### src/rtl/btb_assoc_array.sv
// btb_assoc_array: set-associative BTB storage with tree-PLRU, registered lookup and flush sweep (optional BTB_BYPASS_EN forwards same-cycle updates to lookups)
module btb_assoc_array #(
    parameter int SETS   = 8,
    parameter int WAYS   = 2,
    parameter int TAG_W  = 9,
    parameter int DATA_W = 16
) (
    input  logic                     clk,
    input  logic                     rst_n,
    input  logic                     lkp_valid,
    input  logic [$clog2(SETS)-1:0]  lkp_index,
    input  logic [TAG_W-1:0]         lkp_tag,
    output logic                     lkp_rsp_valid,
    output logic                     lkp_hit,
    output logic [1:0]               lkp_way,
    output logic [DATA_W-1:0]        lkp_target,
    input  logic                     upd_valid,
    output logic                     upd_ready,
    input  logic [$clog2(SETS)-1:0]  upd_index,
    input  logic [TAG_W-1:0]         upd_tag,
    input  logic [DATA_W-1:0]        upd_target,
    input  logic                     flush_req,
    output logic                     flush_busy,
    output logic                     flush_done
);
    localparam int IDX_W = $clog2(SETS);
    localparam logic IDLE  = 1'b0;
    localparam logic FLUSH = 1'b1;

    logic                 state;
    logic [IDX_W-1:0]     ptr;
    logic [WAYS-1:0]      valid_q [SETS];
    logic [2:0]           plru_q  [SETS];
    logic [TAG_W-1:0]     tag_q   [SETS][WAYS];
    logic [DATA_W-1:0]    tgt_q   [SETS][WAYS];
    logic                 lk_hit, up_hit, inv_found, upd_acc, lk_ok, byp;
    logic [1:0]           lk_way, up_hit_way, inv_way, up_way;
    logic [DATA_W-1:0]    lk_tgt;
    logic [WAYS-1:0]      up_mask;

    // Tree bits: [0] root (0 = victim in ways 0/1), [1] victim within 0/1, [2] victim within 2/3
    function automatic logic [2:0] touch(input logic [2:0] p, input logic [1:0] w);
        logic [2:0] n;
        n = p;
        if (WAYS == 2) n[0] = ~w[0];
        else if (WAYS == 4) begin
            n[0] = ~w[1];
            if (w[1]) n[2] = ~w[0];
            else n[1] = ~w[0];
        end
        return n;
    endfunction

    function automatic logic [1:0] victim(input logic [2:0] p);
        return WAYS == 2 ? {1'b0, p[0]} : WAYS == 4 ? (p[0] ? {1'b1, p[2]} : {1'b0, p[1]}) : 2'd0;
    endfunction

    assign upd_ready  = state == IDLE;
    assign flush_busy = state == FLUSH;
    assign upd_acc    = upd_valid && upd_ready;
    assign lk_ok      = lkp_valid && lk_hit && state == IDLE;
    assign up_mask    = WAYS'(1) << up_way;
`ifdef BTB_BYPASS_EN
    assign byp = lkp_valid && upd_acc && lkp_index == upd_index && lkp_tag == upd_tag;
`else
    assign byp = 1'b0;
`endif

    // Tag compare for the lookup set, and way selection (dedup, lowest invalid, PLRU victim) for the update set
    always_comb begin
        lk_hit     = 1'b0;
        lk_way     = 2'd0;
        lk_tgt     = '0;
        up_hit     = 1'b0;
        up_hit_way = 2'd0;
        inv_found  = 1'b0;
        inv_way    = 2'd0;
        for (int w = 0; w < WAYS; w++) begin
            if (valid_q[lkp_index][w] && tag_q[lkp_index][w] == lkp_tag) begin
                lk_hit = 1'b1;
                lk_way = 2'(w);
                lk_tgt = tgt_q[lkp_index][w];
            end
            if (valid_q[upd_index][w] && tag_q[upd_index][w] == upd_tag) begin
                up_hit     = 1'b1;
                up_hit_way = 2'(w);
            end
        end
        for (int w = WAYS - 1; w >= 0; w--) begin
            if (!valid_q[upd_index][w]) begin
                inv_found = 1'b1;
                inv_way   = 2'(w);
            end
        end
        up_way = up_hit ? up_hit_way : inv_found ? inv_way : victim(plru_q[upd_index]);
    end

    // Flush sequencer plus valid/PLRU state; lookup touch precedes update touch when both hit one set
    always_ff @(posedge clk or negedge rst_n) begin
        if (!rst_n) begin
            state      <= IDLE;
            ptr        <= '0;
            flush_done <= 1'b0;
            for (int s = 0; s < SETS; s++) begin
                valid_q[s] <= '0;
                plru_q[s]  <= '0;
            end
        end else if (state == FLUSH) begin
            valid_q[ptr] <= '0;
            plru_q[ptr]  <= '0;
            ptr          <= ptr + 1'b1;
            state        <= ptr == IDX_W'(SETS - 1) ? IDLE : FLUSH;
            flush_done   <= ptr == IDX_W'(SETS - 1);
        end else begin
            flush_done <= 1'b0;
            if (flush_req) begin
                state <= FLUSH;
                ptr   <= '0;
            end
            if (upd_acc) valid_q[upd_index] <= valid_q[upd_index] | up_mask;
            if (lk_ok && upd_acc && lkp_index == upd_index)
                plru_q[upd_index] <= touch(touch(plru_q[upd_index], lk_way), up_way);
            else begin
                if (lk_ok) plru_q[lkp_index] <= touch(plru_q[lkp_index], lk_way);
                if (upd_acc) plru_q[upd_index] <= touch(plru_q[upd_index], up_way);
            end
        end
    end

    // Tag/target RAM, written only for accepted updates and never reset
    always_ff @(posedge clk) begin
        for (int w = 0; w < WAYS; w++) begin
            if (upd_acc && up_way == 2'(w)) begin
                tag_q[upd_index][w] <= upd_tag;
                tgt_q[upd_index][w] <= upd_target;
            end
        end
    end

    // Registered lookup response; misses and flush-time lookups return zeros
    always_ff @(posedge clk or negedge rst_n) begin
        if (!rst_n) begin
            lkp_rsp_valid <= 1'b0;
            lkp_hit       <= 1'b0;
            lkp_way       <= 2'd0;
            lkp_target    <= '0;
        end else begin
            lkp_rsp_valid <= lkp_valid;
            lkp_hit       <= byp || lk_ok;
            lkp_way       <= byp ? up_way : lk_ok ? lk_way : 2'd0;
            lkp_target    <= byp ? upd_target : lk_ok ? lk_tgt : '0;
        end
    end
endmodule

### config.mk
export PLATFORM = sky130hd
export DESIGN_NAME = btb_assoc_array
export DESIGN_NICKNAME = d
export VERILOG_FILES = /design/src/rtl/btb_assoc_array.sv
export SDC_FILE = /design/constraint.sdc
export NUM_CORES = 1
export LEC_CHECK = 0
export ABC_AREA = 1
export BUFFER_PORTS_ARGS = -buffer_cell sky130_fd_sc_hd__buf_2
export CORE_MARGIN = 5
export CORE_UTILIZATION = 45
export CTS_CLUSTER_DIAMETER = 80
export DETAILED_ROUTE_END_ITERATION = 16
export HOLD_SLACK_MARGIN = 0.1
export PLACE_DENSITY = 0.67
export SLEW_MARGIN = 20
export SYNTH_ARGS = -nofsm -noshare
export SYNTH_HDL_FRONTEND = slang
export SYNTH_SLANG_ARGS = --single-unit
### constraint.sdc
create_clock -name clk -period 3.5 [get_ports clk]
set_input_delay 0.7 -clock clk [delete_from_list [all_inputs] [get_ports clk]]
set_output_delay 0.7 -clock clk [all_outputs]
set_load 0.005 [all_outputs]
# Word-level counts from Yosys, hierarchy flattened
# Memories as Yosys holds them, arrays and structs flattened.
# Cells that the tools add are included.
dict set report word_totals {
  out_inout_bits 23
  ff_bits 65
  memories 2
  wordCells 136
  mem_bits_rw 400
  input_bits 45
}
dict set report classes {
  magnitude_cmp 6
  bitwise 11
  reduce_logical 17
  shifts 1
  muxes 68
  eq_ne 7
  n_addsub 1
}
# memory words word_bits read_ports rd_clocked_by_memory_dff wr line
set memory_table {}
lappend memory_table {tgt_q 8 32 1 0 1 35} ;# logic [DATA_W-1:0] tgt_q [SETS][WAYS];
lappend memory_table {tag_q 8 18 2 0 1 34} ;# logic [TAG_W-1:0] tag_q [SETS][WAYS];
# operator n
set op_table {}
lappend op_table {{24-bit two-way mux} 6}
lappend op_table {{16-bit two-way mux} 5}
lappend op_table {{24-bit bitwise mux} 3}
lappend op_table {{9-bit == test} 4}
lappend op_table {{3-bit demux with 3-bit select} 3}
lappend op_table {{3-bit two-way mux} 9}
lappend op_table {{1-bit two-way mux} 25}
lappend op_table {{24-bit AND} 1}
lappend op_table {{24-bit NOT} 1}
lappend op_table {{2-bit two-way mux} 10}
lappend op_table {{3-bit binary-select mux with 3-bit select} 2}
lappend op_table {{16-bit AND} 1}
lappend op_table {{16-bit bitwise mux} 1}
lappend op_table {{16-bit NOT} 1}
lappend op_table {{1-bit logical AND} 14}
lappend op_table {{2-bit binary-select mux with 3-bit select} 2}
lappend op_table {{2-bit demux with 3-bit select} 2}
lappend op_table {{4-bit greater-or-equal comparator (second input constant)} 3}
lappend op_table {{4-bit by 1-bit less-than comparator with 1-bit output (second input constant)} 3}
lappend op_table {{3-bit NOT with 4-bit output} 3}
lappend op_table {{2-bit nonzero test} 2}
lappend op_table {{3-bit by 1-bit adder with 3-bit output (second input constant)} 1}
lappend op_table {{3-bit == test} 1}
lappend op_table {{3-bit == test (second input constant)} 1}
lappend op_table {{other kinds (5)} 7}

# Longest topological paths before layout
# Gate-level depths: netlist of the first run.
dict set report depth {
  ltp_word 21
  mapped_depth 23
  depth_no_buf 20
}

# Worst setup path before layout of the first run
# Ideal clock, no wire load.
dict set report synth_path {
  path_type {input to register}
  startpoint {input upd_index[0]}
  endpoint {memory tag_q[0][0] (netlist bit), enable pin}
  setup_time_ns 0.407
  required_time_ns 3.093
  path_buffers 4
  arrival_ns 3.281
  cell_stages 16
  setup_slack_ns -0.187
  path_cell_list {buf_2 -> buf_6 -> buf_2 -> o21ai_0 -> nand2_1 -> nand2_1 -> nand2_1 -> nand2_1 -> xor2_1 -> o211ai_1 -> nor2_1 -> nand2_1 -> nand2_2 -> inv_2 -> buf_4 -> nor2_1}
}
dict set report synth_via {
  elab_chain_len 12
  word_cells_on_any_way 25
  classes_between {eq/ne: 3; mux: 17; bitwise: 1; reduce/logical: 3; memory: 1}
}
# item line
set synth_lines {}
lappend synth_lines {{start, declared} 19} ;# input logic [$clog2(SETS)-1:0] upd_index,
lappend synth_lines {{branches (longest 12 deep; another with memory 8 x 18 bit)} n/a}
lappend synth_lines {{end, declared} 34}
# Parallel ways; which one is timed is not known. The select of a mux whose other input is x is not followed.

# Worst setup path in the final report of the first run
dict set report layout_path {
  startpoint {input upd_index[0]}
  endpoint {memory tag_q[6][2] (netlist bit), enable pin}
}
# The elaborated chain is that of the path after synthesis.

==> results of run 1 <==
-- routing by layer --
layer  GRT usage (%)  part of all wire [%]  up-vias
li1                -                     -     7191
met1           33.94                    41     7488
met2           39.65                    46      776
met3           4.976                   8.6      155
met4           10.10                   4.4        0
met5               0                     0        -
-- path summary, 6_finish.rpt --
kind                            depth (start not counted)  slack (ns)             to
worst max-delay path                                   19        0.58    tag_q[6][2]
worst min-delay path                                    1        0.26    valid_q[12]
worst max register to register                         12        0.79  lkp_target[3]
worst min register to register                          2        0.51     plru_q[12]
max in group asynchronous                               2        2.39  lkp_target[7]
min in group clk                                        1        0.30  lkp_rsp_valid
-- placed cells by master (no fill, tap or decap), drive strengths merged --
cell type,instances
o21bai,3
dfrtp,48
clkinvlp,3
a22oi,8
o22ai,135
nor2,190
o2111ai,7
nand4,12
clkinv,16
bufinv,4
a31oi,14
nor3,20
or2,7
edfxtp,400
conb,1
o21ai,63
o221ai,4
a21oi,46
and3,1
nor4,8
o211ai,12
clkbuf,60
nand3b,8
a21boi,5
nand2,587
ha,2
inv,215
buf,196
xor2,5
nand3,119
-- sequential cells by signal, summed over array words and instances (netlist names) --
signal,cells
flush_busy,1
flush_done,1
lkp_hit,1
lkp_rsp_valid,1
lkp_target,16
lkp_way,1
plru_q,8
ptr,3
tag_q,144
tgt_q,256
valid_q,16
-- kinds of logic (layout without fill, tap and decap cells) --
logic type	Yosys count	after routing	share of synthesized area, %
flops	448	448	65.00
xor+xnor	5	5	0.2154
compound gates	297	297	8.845
buf+inv	295	494	6.401
other cells	1	1	0.01845
fa+ha+maj	2	2	0.1231
simple gates	952	952	19.40
-- worst register-to-register path, stage by stage, from the launching register on --
cell	delay [ns]
sky130_fd_sc_hd__edfxtp_1	0.41
sky130_fd_sc_hd__o211ai_1	0.24
sky130_fd_sc_hd__nand2_1	0.08
sky130_fd_sc_hd__nor2_1	0.41
sky130_fd_sc_hd__nand2_1	0.10
sky130_fd_sc_hd__nand2_1	0.16
sky130_fd_sc_hd__nor2_2	0.08
sky130_fd_sc_hd__nand2_2	0.12
sky130_fd_sc_hd__clkinv_2	0.13
sky130_fd_sc_hd__buf_12	0.15
sky130_fd_sc_hd__nor2_8	0.33
sky130_fd_sc_hd__o2111ai_1	0.20
sky130_fd_sc_hd__a21oi_1	0.21
-- per-stage QoR --
stage / hold WS (ns) / setup slack (ns) / util (%)
3_5_place_dp: 0.4998 / 0.02263 / 50.37
2_1_floorplan: 0.4044 / -0.1875 / -
3_3_place_gp: 0.4907 / -0.01165 / 50.37
5_1_grt: 0.2784 / 0.4366 / 53.80
6_report: 0.2562 / 0.5829 / 53.80
4_1_cts: 0.2682 / 0.6316 / 53.80
-- power breakdown --
| group | leakage, nW | switching (mW) | internal, mW |
|---|---|---|---|
| clock | 0.743 | 2.09 | 2.85 |
| combinational | 4.73 | 1.28 | 0.603 |
| sequential | 4.23 | 0.145 | 6.02 |
| total | 9.71 | 3.52 | 9.48 |
-- area by class of cell --
class                      instances  area [um2]  share of cell area (%)
inverter                         212       799.5                   3.346
multi-input combinational       1257        5886                   24.63
clock buffer                      60        1255                   5.252
sequential                       448       13210                   55.29
clock inverter                    26       271.5                   1.136
tap                              592       740.7                   3.100
timing repair buffer             196        1732                   7.246
==> impl_summary.log, run 1 <==
INFO  metric run_status = finished, final reports clean
INFO  metric leakage = 9.709 nW
INFO  metric clock_tree.root_cell = sky130_fd_sc_hd__clkbuf_16
INFO  metric post_dp_cell_area = 22,370 um2
INFO  metric buffer_ports.inserted = 66
INFO  metric drt_first_iter_violations = 1,734
INFO  metric final_design_area_no_fill = 23,900 um2
INFO  metric globalplace.congestion = 1.006
INFO  metric non_filler_instance_count_after_layout = 2,791
INFO  metric critical_path_required = 3.78 ns
INFO  metric synth_sequential_area_ratio = 65.00%
INFO  metric clock-sinks = 448
INFO  metric yosys_register_bits = 448
INFO  metric detail_route.first_pass.iterations = 9
INFO  metric max_cap_viol_count = 0
INFO  metric worstHoldPathType = in -> async
INFO  metric drive_gt1_share = 14.37%
INFO  metric syn-cell-area = 20,330 um2
INFO  metric cts.htree.levels = 2
INFO  metric grt_remaining_overflow = 0
INFO  metric asyncSetResetFlopFracSynth = 10.71%
INFO  metric grt_antenna_before_repair = 0
INFO  metric number_of_resized_instances_in_the_post_cts_repair_step = 0
INFO  metric detail-route-antenna-nets = 0
INFO  metric fin_nets = 2,209
INFO  metric netlist.top_cell.by_area = sky130_fd_sc_hd__edfxtp_1
INFO  metric max-clock-path-buffers = 3
INFO  metric io-pin-count = 68
INFO  metric timing.critical_path.slowest_cell_delay = 0.26 ns
INFO  metric critPathCaptureType = register
INFO  metric postCtsHoldBufs = 0
INFO  metric antennaDiodeCount = 0
INFO  metric crit_fanout = 9
INFO  metric final.fill_count = 3,853
INFO  metric floorplan.rows = 77
INFO  metric worst_path_most_repeated_cell = sky130_fd_sc_hd__nand2_1
INFO  metric power_density = 543.8 nW/um2
INFO  metric max_freq = 342.8 MHz
INFO  metric die_ar = 49,520 um2
INFO  metric post-cts-setup-buffers = 0
INFO  metric post-route-min-period = 2.917 ns
INFO  metric setup_violations = 0
INFO  metric detailedPlacementHpwl = 42.82 mm
INFO  metric grt.total_usage = 24.95%
INFO  metric fin_crit_sh = 83.35%
INFO  metric synth_top_area_share = 59.09%
INFO  metric clock_insertion_delay_worst_skew = 0.60 ns
INFO  metric skew = 0.02407 ns
INFO  metric cts-buffers-inserted = 47
INFO  metric rsz0062_at_grt = false
INFO  metric placedCellCount = 2,705
INFO  metric synth_top_cells_by_count = sky130_fd_sc_hd__nand2_1 (580), sky130_fd_sc_hd__edfxtp_1 (400), sky130_fd_sc_hd__inv_1 (200), sky130_fd_sc_hd__nor2_1 (180), sky130_fd_sc_hd__o22ai_1 (135)
INFO  metric crit_chain = buf_2 > inv_2 > buf_4 > nand3_2 > buf_4 > o22ai_1 > nor2_1 > nand2_1 > nand2_1 > nand2_1 > nor2_1 > nand2_1 > nor2_1 > nand2_1 > nand2_2 > inv_2 > buf_12 > nor2_4 > buf_4
INFO  metric slew_violations = 0
INFO  metric net_count_synth = 2,047
INFO  metric design.core.area = 44,410 um2
INFO  metric cp-startpoint = upd_index[0]
INFO  metric synthCells = 2,000
INFO  metric detail_route.vias_per_cell = 5.593
INFO  metric post_synth_main_area_contributors = sky130_fd_sc_hd__edfxtp_1 (59%), sky130_fd_sc_hd__nand2_1 (11%), sky130_fd_sc_hd__dfrtp_1 (5.9%), sky130_fd_sc_hd__o22ai_1 (4.2%), sky130_fd_sc_hd__inv_1 (3.7%)
INFO  metric synth_edf_count = 400
INFO  metric maximum_number_of_pins_on_one_net_before_global_route_repair = 57
INFO  metric drt_wl_total = 62.80 mm
INFO  metric post-synth-top-count-cell = sky130_fd_sc_hd__nand2_1
INFO  metric hold_viol_final = 0
INFO  metric dr_total_vias = 15,610
INFO  metric tritoncts = built
INFO  metric irDropWorstVdd = 0.4894 mV
INFO  metric die_y = 222.5 um
INFO  metric worst-setup-path-type = in -> reg
INFO  metric layout-area-overhead-vs-synth = 17.55%
INFO  metric synth.lib_cells_used.distinct = 46
INFO  metric main_flop_type_after_synthesis = sky130_fd_sc_hd__edfxtp_1
INFO  metric initial_standard_cell_utilization_of_the_core = 45.77%
INFO  metric synthesis.yosys.warnings = 0
INFO  metric drt-wirelength-per-cell = 22.50 um
INFO  metric critical_path.reg2reg.startpoint = tag_q[7][6]
INFO  metric crit_path_leading_delay_family = buffers and inverters
INFO  metric grt_pass1_vias = 15,306
INFO  metric crit_path_start_kind = input port
INFO  metric syn_area_per_cell = 10.16 um2
INFO  metric chipWidth = 222.5 um
INFO  metric grt_pass1_wl = 94.30 mm
INFO  metric critPathArrivalTime = 3.19 ns
INFO  metric worstPathBufferInverterCount = 7
INFO  metric tightestPinTransition = 0.9388 ns
INFO  metric clkSlewWorstSetupHoldPaths = 0.06 ns
INFO  metric timing.max_slew.rel_slack = 37.41%
INFO  metric cp_slowest_cell = sky130_fd_sc_hd__buf_4
INFO  metric setup_total_negative_slack = 0 ns
INFO  metric drcViolationCount = 0
INFO  metric totalPowerFinal = 13.00 mW
No activity file was read; power rests on OpenSTA's default activity.
==> run 2, diff against run 1 <==
Clock period 3.5 ns to 2.9 ns, I/O delays scaled along.
==> run 2 against run 1 <==
Against the previous run:
- power is 24% higher
- clock skew up 0.00070 ns
- final cell count increased by 3.9%
- utilization up 2.6 points
- via count increased by 4.6%
- clock power increased by 24%
- global-route usage increased by 1.1 points
- sequential cell count is the same
- final area is 4.8% higher
- critical endpoint is now tgt_q[3][22]
- highest routed layer is now met5
==> impl_summary.log, run 2 (same netlist as run 1, synthesis figures left out) <==
INFO  metric top_register = tgt_q (unchanged)
INFO  metric die_y = 222.5 um (unchanged)
INFO  metric tightestPinTransition = 0.6198 ns (was 0.9388 ns)
INFO  metric chipWidth = 222.5 um (unchanged)
INFO  metric final_design_area_no_fill = 25,040 um2 (was 23,900 um2)
INFO  metric combPwrFrac = 15.8% (was 14.5%)
INFO  metric setup_total_negative_slack = 0 ns (unchanged)
INFO  metric clock_power_share = 38.0% (about the same)
INFO  metric mostFrequentLayoutCell = sky130_fd_sc_hd__nand2_1 (unchanged)
INFO  metric crit_fanout = 16 (was 9)
INFO  metric met3WireLength = 5.666 mm (was 5.425 mm)
INFO  metric cts-buffers-inserted = 46 (was 47)
INFO  metric buffer_ports.inserted = 66 (unchanged)
INFO  metric detail_route.first_pass.iterations = 7 (was 9)
INFO  metric drive_gt1_share = 19.19% (was 14.37%)
INFO  metric dr_total_vias = 16,324 (was 15,610)
INFO  metric power_report.internal_total = 11.73 mW (was 9.481 mW)
INFO  metric power_density = 644.5 nW/um2 (was 543.8 nW/um2)
INFO  metric detail_route.vias_per_cell = 5.627 (was 5.593)
INFO  metric leakage = 10.23 nW (was 9.709 nW)
INFO  metric timing.max_slew.rel_slack = 58.58% (was 37.41%)
INFO  metric netSwitchingPower = 4.405 mW (was 3.515 mW)
INFO  metric clkSlewWorstSetupHoldPaths = 0.06 ns (about the same)
INFO  metric cts.htree.levels = 2 (unchanged)
INFO  metric grt_remaining_overflow = 0 (unchanged)
INFO  metric run_status = finished, final reports clean (unchanged)
INFO  metric grt_antenna_before_repair = 1 (was 0)
INFO  metric globalplace.congestion = 1.003 (was 1.006)
INFO  metric grt.total_usage = 26.02% (was 24.95%)
INFO  metric post_dp_cell_area = 23,100 um2 (was 22,370 um2)
INFO  metric grt_pass1_wl = 98.57 mm (was 94.30 mm)
INFO  metric clock_tree.root_cell = sky130_fd_sc_hd__clkbuf_16 (unchanged)
INFO  metric design.core.area = 44,410 um2 (unchanged)
INFO  metric detailedPlacementHpwl = 45.06 mm (was 42.82 mm)
INFO  metric drt_first_iter_violations = 1,690 (was 1,734)
INFO  metric setup_violations = 0 (unchanged)
INFO  metric clock_insertion_delay_worst_skew = 0.60 ns (about the same)
INFO  metric swShare = 27.30% (was 27.05%)
INFO  metric worstHoldPathType = in -> reg (was in -> async)
INFO  metric share_seq_of_total_power = 46.3% (was 47.5%)
INFO  metric highest-signal-layer = met5 (was met4)
INFO  metric worst-setup-path-type = in -> reg (unchanged)
INFO  metric multiInputGateArea = 5996 um2 (was 5886 um2)
INFO  metric slew_violations = 0 (unchanged)
INFO  metric drt_wl_total = 66.95 mm (was 62.80 mm)
INFO  metric die_ar = 49,520 um2 (unchanged)
INFO  metric grt_pass1_vias = 15,684 (was 15,306)
INFO  metric final.fill_count = 3,705 (was 3,853)
INFO  metric drcViolationCount = 0 (unchanged)
INFO  metric maximum_number_of_pins_on_one_net_before_global_route_repair = 34 (was 57)
INFO  metric largest_register_ffs = 256 (unchanged)
INFO  metric max_cap_viol_count = 0 (unchanged)
INFO  metric regArea = 13,210 um2 (unchanged)
INFO  metric largestRegisters = tgt_q x256, tag_q x144 (unchanged)
INFO  metric antennaDiodeCount = 0 (unchanged)
INFO  metric hold_viol_final = 0 (unchanged)
INFO  metric holdWs = 0.1797 ns (was 0.2562 ns)
INFO  metric irDropWorstVdd = 0.5896 mV (was 0.4894 mV)
INFO  metric drt-wirelength-per-cell = 23.08 um (was 22.50 um)
INFO  metric max-clock-path-buffers = 3 (unchanged)
INFO  metric detail-route-antenna-nets = 0 (unchanged)
INFO  metric max_freq = 359.9 MHz
INFO  metric critPathCaptureType = register (unchanged)
INFO  metric fin_crit_sh = 95.82%
INFO  metric crit_path_start_kind = input port (unchanged)
INFO  metric tritoncts = built (unchanged)
INFO  metric detail_route.wirelength.met1 = 27.49 mm (was 25.77 mm)
INFO  metric mostFrequentLayoutCells = sky130_fd_sc_hd__nand2_1 (577), sky130_fd_sc_hd__edfxtp_1 (400), sky130_fd_sc_hd__inv_1 (192) (was sky130_fd_sc_hd__nand2_1 (580), sky130_fd_sc_hd__edfxtp_1 (400), sky130_fd_sc_hd__inv_1 (200))
INFO  metric post-route-min-period = 2.779 ns
INFO  metric critical_path_required = 3.18 ns (was 3.78 ns)
INFO  metric clock-sinks = 448 (unchanged)
INFO  metric critPathArrivalTime = 3.06 ns (was 3.19 ns)
INFO  metric dr_wl_met2 = 30.77 mm (was 28.81 mm)
INFO  metric fin_nets = 2,319 (was 2,209)
INFO  metric skew = 0.02477 ns (was 0.02407 ns)
INFO  metric layout-area-overhead-vs-synth = 23.16% (was 17.55%)
INFO  metric io-pin-count = 68 (unchanged)
INFO  metric floorplan.rows = 77 (unchanged)
INFO  metric initial_standard_cell_utilization_of_the_core = 45.77% (unchanged)
run 2: cell types whose count changed in the layout (fill, tap and decap cells not counted), moves of 3 or more:
cell                         previous run  this run
sky130_fd_sc_hd__buf_12                34        47
sky130_fd_sc_hd__buf_4                 96       180
sky130_fd_sc_hd__buf_6                  0         5
sky130_fd_sc_hd__clkinv_1               6         2
sky130_fd_sc_hd__clkinvlp_4             3         9
sky130_fd_sc_hd__inv_1                200       192
sky130_fd_sc_hd__nand2_1              580       577
sky130_fd_sc_hd__nand2_2                4         7
sky130_fd_sc_hd__nor2_4                10        18
sky130_fd_sc_hd__o21ai_0               49        45
sky130_fd_sc_hd__o21ai_1               14        17
run 2: layer usage:
layer,vias to the layer above,GRT usage [%]
li1,7427,-
met1,7851,36.38
met2,879,41.39
met3,165,4.065
met4,2,9.921
met5,-,0
run 2: timing repair:
action	4_1_cts	5_1_grt
setup buffers	0	14
setup endpoints to repair	175	363
cloned	5	3
hold buffers	1	0
gates resized for setup	6	20
pin swaps	6	13
endpoints found under the hold margin	21	0
run 2: path summary, 6_finish.rpt:
path                            endpoint  cells after the start  slack (ns)         start
max                         tgt_q[3][22]                     19        0.12  upd_index[1]
min                        lkp_rsp_valid                      1        0.18     lkp_valid
max reg2reg                 tgt_q[3][22]                     17        0.19  tag_q[7][12]
min reg2reg                    plru_q[3]                      2        0.51     plru_q[3]
max in group asynchronous  lkp_target[4]                      3        1.63         rst_n
min in group asynchronous     plru_q[21]                      2        0.52         rst_n
run 2: worst max-delay path, cell delays in order:
cell                         delay, ns
sky130_fd_sc_hd__buf_2            0.16
sky130_fd_sc_hd__buf_4            0.15
sky130_fd_sc_hd__nor2_2           0.16
sky130_fd_sc_hd__nand2_2          0.11
sky130_fd_sc_hd__buf_4            0.16
sky130_fd_sc_hd__buf_4            0.16
sky130_fd_sc_hd__o21ai_0          0.17
sky130_fd_sc_hd__nor2_1           0.09
sky130_fd_sc_hd__nand2_1          0.07
sky130_fd_sc_hd__nand2_1          0.05
sky130_fd_sc_hd__nand2_1          0.06
sky130_fd_sc_hd__nand3_1          0.09
sky130_fd_sc_hd__o21ai_2          0.18
sky130_fd_sc_hd__nand2_2          0.11
sky130_fd_sc_hd__clkinv_4         0.11
sky130_fd_sc_hd__buf_6            0.17
sky130_fd_sc_hd__nand2_1          0.13
sky130_fd_sc_hd__clkinvlp_4       0.16
sky130_fd_sc_hd__buf_12           0.19
run 2: power groups by stage:
| stage | Combinational, mW | Sequential, mW | Clock [mW] |
|---|---|---|---|
| final | 2.54 | 7.46 | 6.13 |
| after floorplan | 1.42 | 7.50 | 0 |
| after CTS | 2.45 | 7.46 | 6.20 |
| after global placement | 2.36 | 7.59 | 0 |
| after global routing | 2.77 | 7.48 | 6.50 |
| after detailed placement | 2.39 | 7.59 | 0 |
run 2: layout make-up:
cell class                      instances  area share [%]
Tap cell                              592           2.959
Timing Repair Buffer                  299           10.74
Clock inverter                         23           1.174
Multi-Input combinational cell       1265           23.95
Inverter                              212           3.319
Sequential cell                       448           52.78
Clock buffer                           62           5.083
run 2: through the flow:
stage | util [%] | worst slack [ns] | std cells | total power [mW]
3_3_place_gp | 52.01 | -0.7368 | 2793 | 9.946
3_5_place_dp | 52.01 | -0.7553 | 2793 | 9.982
6_report | 56.37 | 0.1214 | 2901 | 16.13
4_1_cts | 55.69 | -0.1334 | 2884 | 16.10
5_1_grt | 56.37 | -0.003788 | 2901 | 16.75
2_1_floorplan | - | -0.04519 | 2000 | 8.926
==> run 3, diff against run 2 <==
Settings changed: PLACE_DENSITY 0.67 to 0.69, SLEW_MARGIN 20 to 10.
Clock period 2.9 ns to 2.5 ns, I/O delays scaled along.
==> run 3 against run 2 <==
Against the previous run:
- worst hold slack about the same
- sequential share of layout area fell by 1.8 points
- global-route usage shrank 0.46 points
==> impl_summary.log, run 3 (same netlist as run 1, synthesis figures left out) <==
INFO  metric slew_violations = 0 (unchanged)
INFO  metric worstHoldPathType = in -> reg (unchanged)
INFO  metric drt_wl_total = 65.75 mm (was 66.95 mm)
INFO  metric max-clock-path-buffers = 3 (unchanged)
INFO  metric max_cap_viol_count = 0 (unchanged)
INFO  metric rsz0062_at_grt = true
INFO  metric detail-route-antenna-nets = 0 (unchanged)
INFO  metric clock-sinks = 448 (unchanged)
INFO  metric irDropWorstVdd = 0.9236 mV (was 0.5896 mV)
INFO  metric skew = 0.01454 ns (was 0.02477 ns)
INFO  metric io-pin-count = 68 (unchanged)
INFO  metric cts-buffers-inserted = 48 (was 46)
INFO  metric non_filler_instance_count_after_layout = 2,964 (was 2,901)
INFO  metric detailedPlacementHpwl = 44.55 mm (was 45.06 mm)
INFO  metric final.setup.worst_slack = 0.01671 ns (was 0.1214 ns)
INFO  metric crit_chain = buf_6 > buf_6 > nor2_4 > nand2_8 > buf_6 > o22ai_2 > a21oi_1 > nand3b_1 > buf_4 > o211ai_1 > nor2_2 > nand2_2 > nand2_4 > inv_8 > buf_6 > nand2_4 > clkinvlp_4 > buf_12 > clkbuf_16 (was buf_2 > buf_4 > nor2_2 > nand2_2 > buf_4 > buf_4 > o21ai_0 > nor2_1 > nand2_1 > nand2_1 > nand2_1 > nand3_1 > o21ai_2 > nand2_2 > clkinv_4 > buf_6 > nand2_1 > clkinvlp_4 > buf_12)
INFO  metric ff2ff_setup_slack = 0.03 ns (was 0.19 ns)
INFO  metric min_path_cells = 3 (was 1)
INFO  metric crit_path_start_kind = input port (unchanged)
INFO  metric hold_viol_final = 0 (unchanged)
INFO  metric drt_first_iter_violations = 1,737 (was 1,690)
INFO  metric drive_gt1_share = 23.24% (was 19.19%)
INFO  metric layout.core_utilization = 58.34% (was 56.37%)
INFO  metric detail_route.vias_per_cell = 5.581 (was 5.627)
INFO  metric mostFrequentLayoutCell = sky130_fd_sc_hd__nand2_1 (unchanged)
INFO  metric die_ar = 49,520 um2 (unchanged)
INFO  metric cp_slowest_cell = sky130_fd_sc_hd__nor2_4 (was sky130_fd_sc_hd__buf_12)
INFO  metric r2r-end = tgt_q[6][24] (was tgt_q[3][22])
INFO  metric max_freq = 402.7 MHz
INFO  metric largestRegisters = tgt_q x256, tag_q x144 (unchanged)
INFO  metric buffer_ports.inserted = 66 (unchanged)
INFO  metric setup_violations = 0 (unchanged)
INFO  metric min_from = flush_req (was lkp_valid)
INFO  metric design.core.area = 44,410 um2 (unchanged)
INFO  metric detail_route.first_pass.iterations = 6 (was 7)
INFO  metric chipWidth = 222.5 um (unchanged)
INFO  metric run_status = finished, final reports clean (unchanged)
INFO  metric top_register = tgt_q (unchanged)
INFO  metric clock_insertion_delay_worst_skew = 0.60 ns (about the same)
INFO  metric worst_path_most_repeated_cell = sky130_fd_sc_hd__buf_6 (was sky130_fd_sc_hd__nand2_1)
INFO  metric clock_tree.root_cell = sky130_fd_sc_hd__clkbuf_16 (unchanged)
INFO  metric grt_antenna_before_repair = 2 (was 1)
INFO  metric leakage = 10.68 nW (was 10.23 nW)
INFO  metric largest_register_ffs = 256 (unchanged)
INFO  metric crit_path_leading_delay_family = buffers and inverters (unchanged)
INFO  metric critical_path.reg2reg.startpoint = tag_q[1][12] (was tag_q[7][12])
INFO  metric drcViolationCount = 0 (unchanged)
INFO  metric critPathCaptureType = register (unchanged)
INFO  metric grt_pass1_vias = 16,361 (was 15,684)
INFO  metric clkSlewWorstSetupHoldPaths = 0.06 ns (about the same)
INFO  metric fin_crit_sh = 99.33%
INFO  metric fin_nets = 2,380 (was 2,319)
INFO  metric place_ws = -0.8546 ns (was -0.7553 ns)
INFO  metric worstPathBufferInverterCount = 9 (was 8)
INFO  metric power_density = 730.5 nW/um2 (was 644.5 nW/um2)
INFO  metric post-route-min-period = 2.483 ns
INFO  metric initial_standard_cell_utilization_of_the_core = 45.77% (unchanged)
INFO  metric critical_path_required = 2.86 ns (was 3.18 ns)
INFO  metric grt_remaining_overflow = 0 (unchanged)
INFO  metric worst-setup-path-type = in -> reg (unchanged)
INFO  metric mostFrequentLayoutCells = sky130_fd_sc_hd__nand2_1 (557), sky130_fd_sc_hd__edfxtp_1 (400), sky130_fd_sc_hd__buf_4 (225) (was sky130_fd_sc_hd__nand2_1 (577), sky130_fd_sc_hd__edfxtp_1 (400), sky130_fd_sc_hd__inv_1 (192))
INFO  metric timing.critical_path.slowest_cell_delay = 0.19 ns (about the same)
INFO  metric min_to = flush_busy (was lkp_rsp_valid)
INFO  metric cts.htree.levels = 2 (unchanged)
INFO  metric drt-wirelength-per-cell = 22.18 um (was 23.08 um)
INFO  metric grt.total_usage = 25.55% (was 26.02%)
INFO  metric crit_fanout = 11 (was 16)
INFO  metric critPathArrivalTime = 2.85 ns (was 3.06 ns)
INFO  metric layout-area-overhead-vs-synth = 27.47% (was 23.16%)
INFO  metric die_y = 222.5 um (unchanged)
INFO  metric floorplan.rows = 77 (unchanged)
INFO  metric tightestPinTransition = 0.6283 ns (was 0.6198 ns)
INFO  metric maximum_number_of_pins_on_one_net_before_global_route_repair = 49 (was 34)
INFO  metric tritoncts = built (unchanged)
INFO  metric setup_total_negative_slack = 0 ns (unchanged)
INFO  metric timing.max_slew.rel_slack = 57.73% (was 58.58%)
INFO  metric globalplace.congestion = 1.065 (was 1.003)
INFO  metric grt_pass1_wl = 97.15 mm (was 98.57 mm)
INFO  metric dr_total_vias = 16,541 (was 16,324)
INFO  metric rr_worst_depth = 18 (was 17)
INFO  metric placedCellCount = 2,848 (was 2,793)
[run 3: final cells by class]
| cell class | count | area (um2) |
|---|---|---|
| tap | 592 | 740.7 |
| inverter | 212 | 845.8 |
| clock inverter | 25 | 311.5 |
| fill | 3657 | 18500 |
| antenna | 1 | 2.502 |
| clock buffer | 63 | 1297 |
| sequential | 448 | 13210 |
| multi-input combinational | 1257 | 6148 |
| timing repair buffer | 366 | 3353 |
[run 3: per-layer routing]
layer / track usage [%] / vias to the layer above / wire [um]
met5: 0 / - / 7
met4: 9.605 / 2 / 2695
met3: 4.751 / 177 / 5697
met2: 42.54 / 865 / 31220
met1: 33.61 / 7949 / 26130
li1: - / 7548 / -
[run 3: worst max-delay path by stage]
stage | start | end | slack, ns | cells after the start
floorplan | upd_index[0] | tag_q[0][0] | -0.26 | 16
global placement | upd_index[1] | tag_q[7][5] | -0.80 | 17
detailed placement | upd_index[1] | tgt_q[2][10] | -0.85 | 17
CTS | tag_q[3][11] | tgt_q[6][26] | 0.0002 | 17
global route | tag_q[1][15] | tag_q[6][10] | -0.05 | 16
finish | upd_index[2] | tgt_q[6][30] | 0.02 | 19
[run 3: report_power, final]
group | leakage, nW | internal [mW] | switching (mW)
logic | 5.67 | 1.15 | 1.89
registers | 4.23 | 8.43 | 0.220
clock network | 0.778 | 4.21 | 3.02
total | 10.7 | 13.8 | 5.13
[run 3: worst register-to-register path, stage by stage, from the launching register on]
cell and delay, ns:
sky130_fd_sc_hd__edfxtp_1 0.40, sky130_fd_sc_hd__nand2_1 0.08, sky130_fd_sc_hd__o21ai_0 0.08, sky130_fd_sc_hd__nand2_1 0.08, sky130_fd_sc_hd__nand2_1 0.06, sky130_fd_sc_hd__nand2_1 0.07
sky130_fd_sc_hd__nand2_1 0.08, sky130_fd_sc_hd__nand2_2 0.07, sky130_fd_sc_hd__o21ai_2 0.05, sky130_fd_sc_hd__nor2_2 0.15, sky130_fd_sc_hd__nand3_4 0.13, sky130_fd_sc_hd__o21ai_4 0.20
sky130_fd_sc_hd__nand2_4 0.09, sky130_fd_sc_hd__inv_8 0.09, sky130_fd_sc_hd__buf_6 0.11, sky130_fd_sc_hd__nand2_4 0.04, sky130_fd_sc_hd__clkinvlp_4 0.07, sky130_fd_sc_hd__buf_12 0.14
sky130_fd_sc_hd__buf_12 0.16
[run 3: stage by stage]
stage	hold slack (ns)	total power, mW	cell area, um2
5_1_grt	0.1804	19.64	25910
3_5_place_dp	0.4990	11.66	23610
6_report	0.1794	18.93	25910
2_1_floorplan	0.2044	10.40	20530
3_3_place_gp	0.4938	11.58	23610
4_1_cts	0.1618	18.86	25430
[run 3: what timing repair did]
item | 4_1_cts | 5_1_grt
pin swaps | 11 | 27
resized for setup | 25 | 92
endpoints found under the setup margin | 427 | 428
buffers inserted | 7 | 18
endpoints found under the hold margin | 21 | 0
hold buffers | 2 | 0
gates cloned | 1 | 5
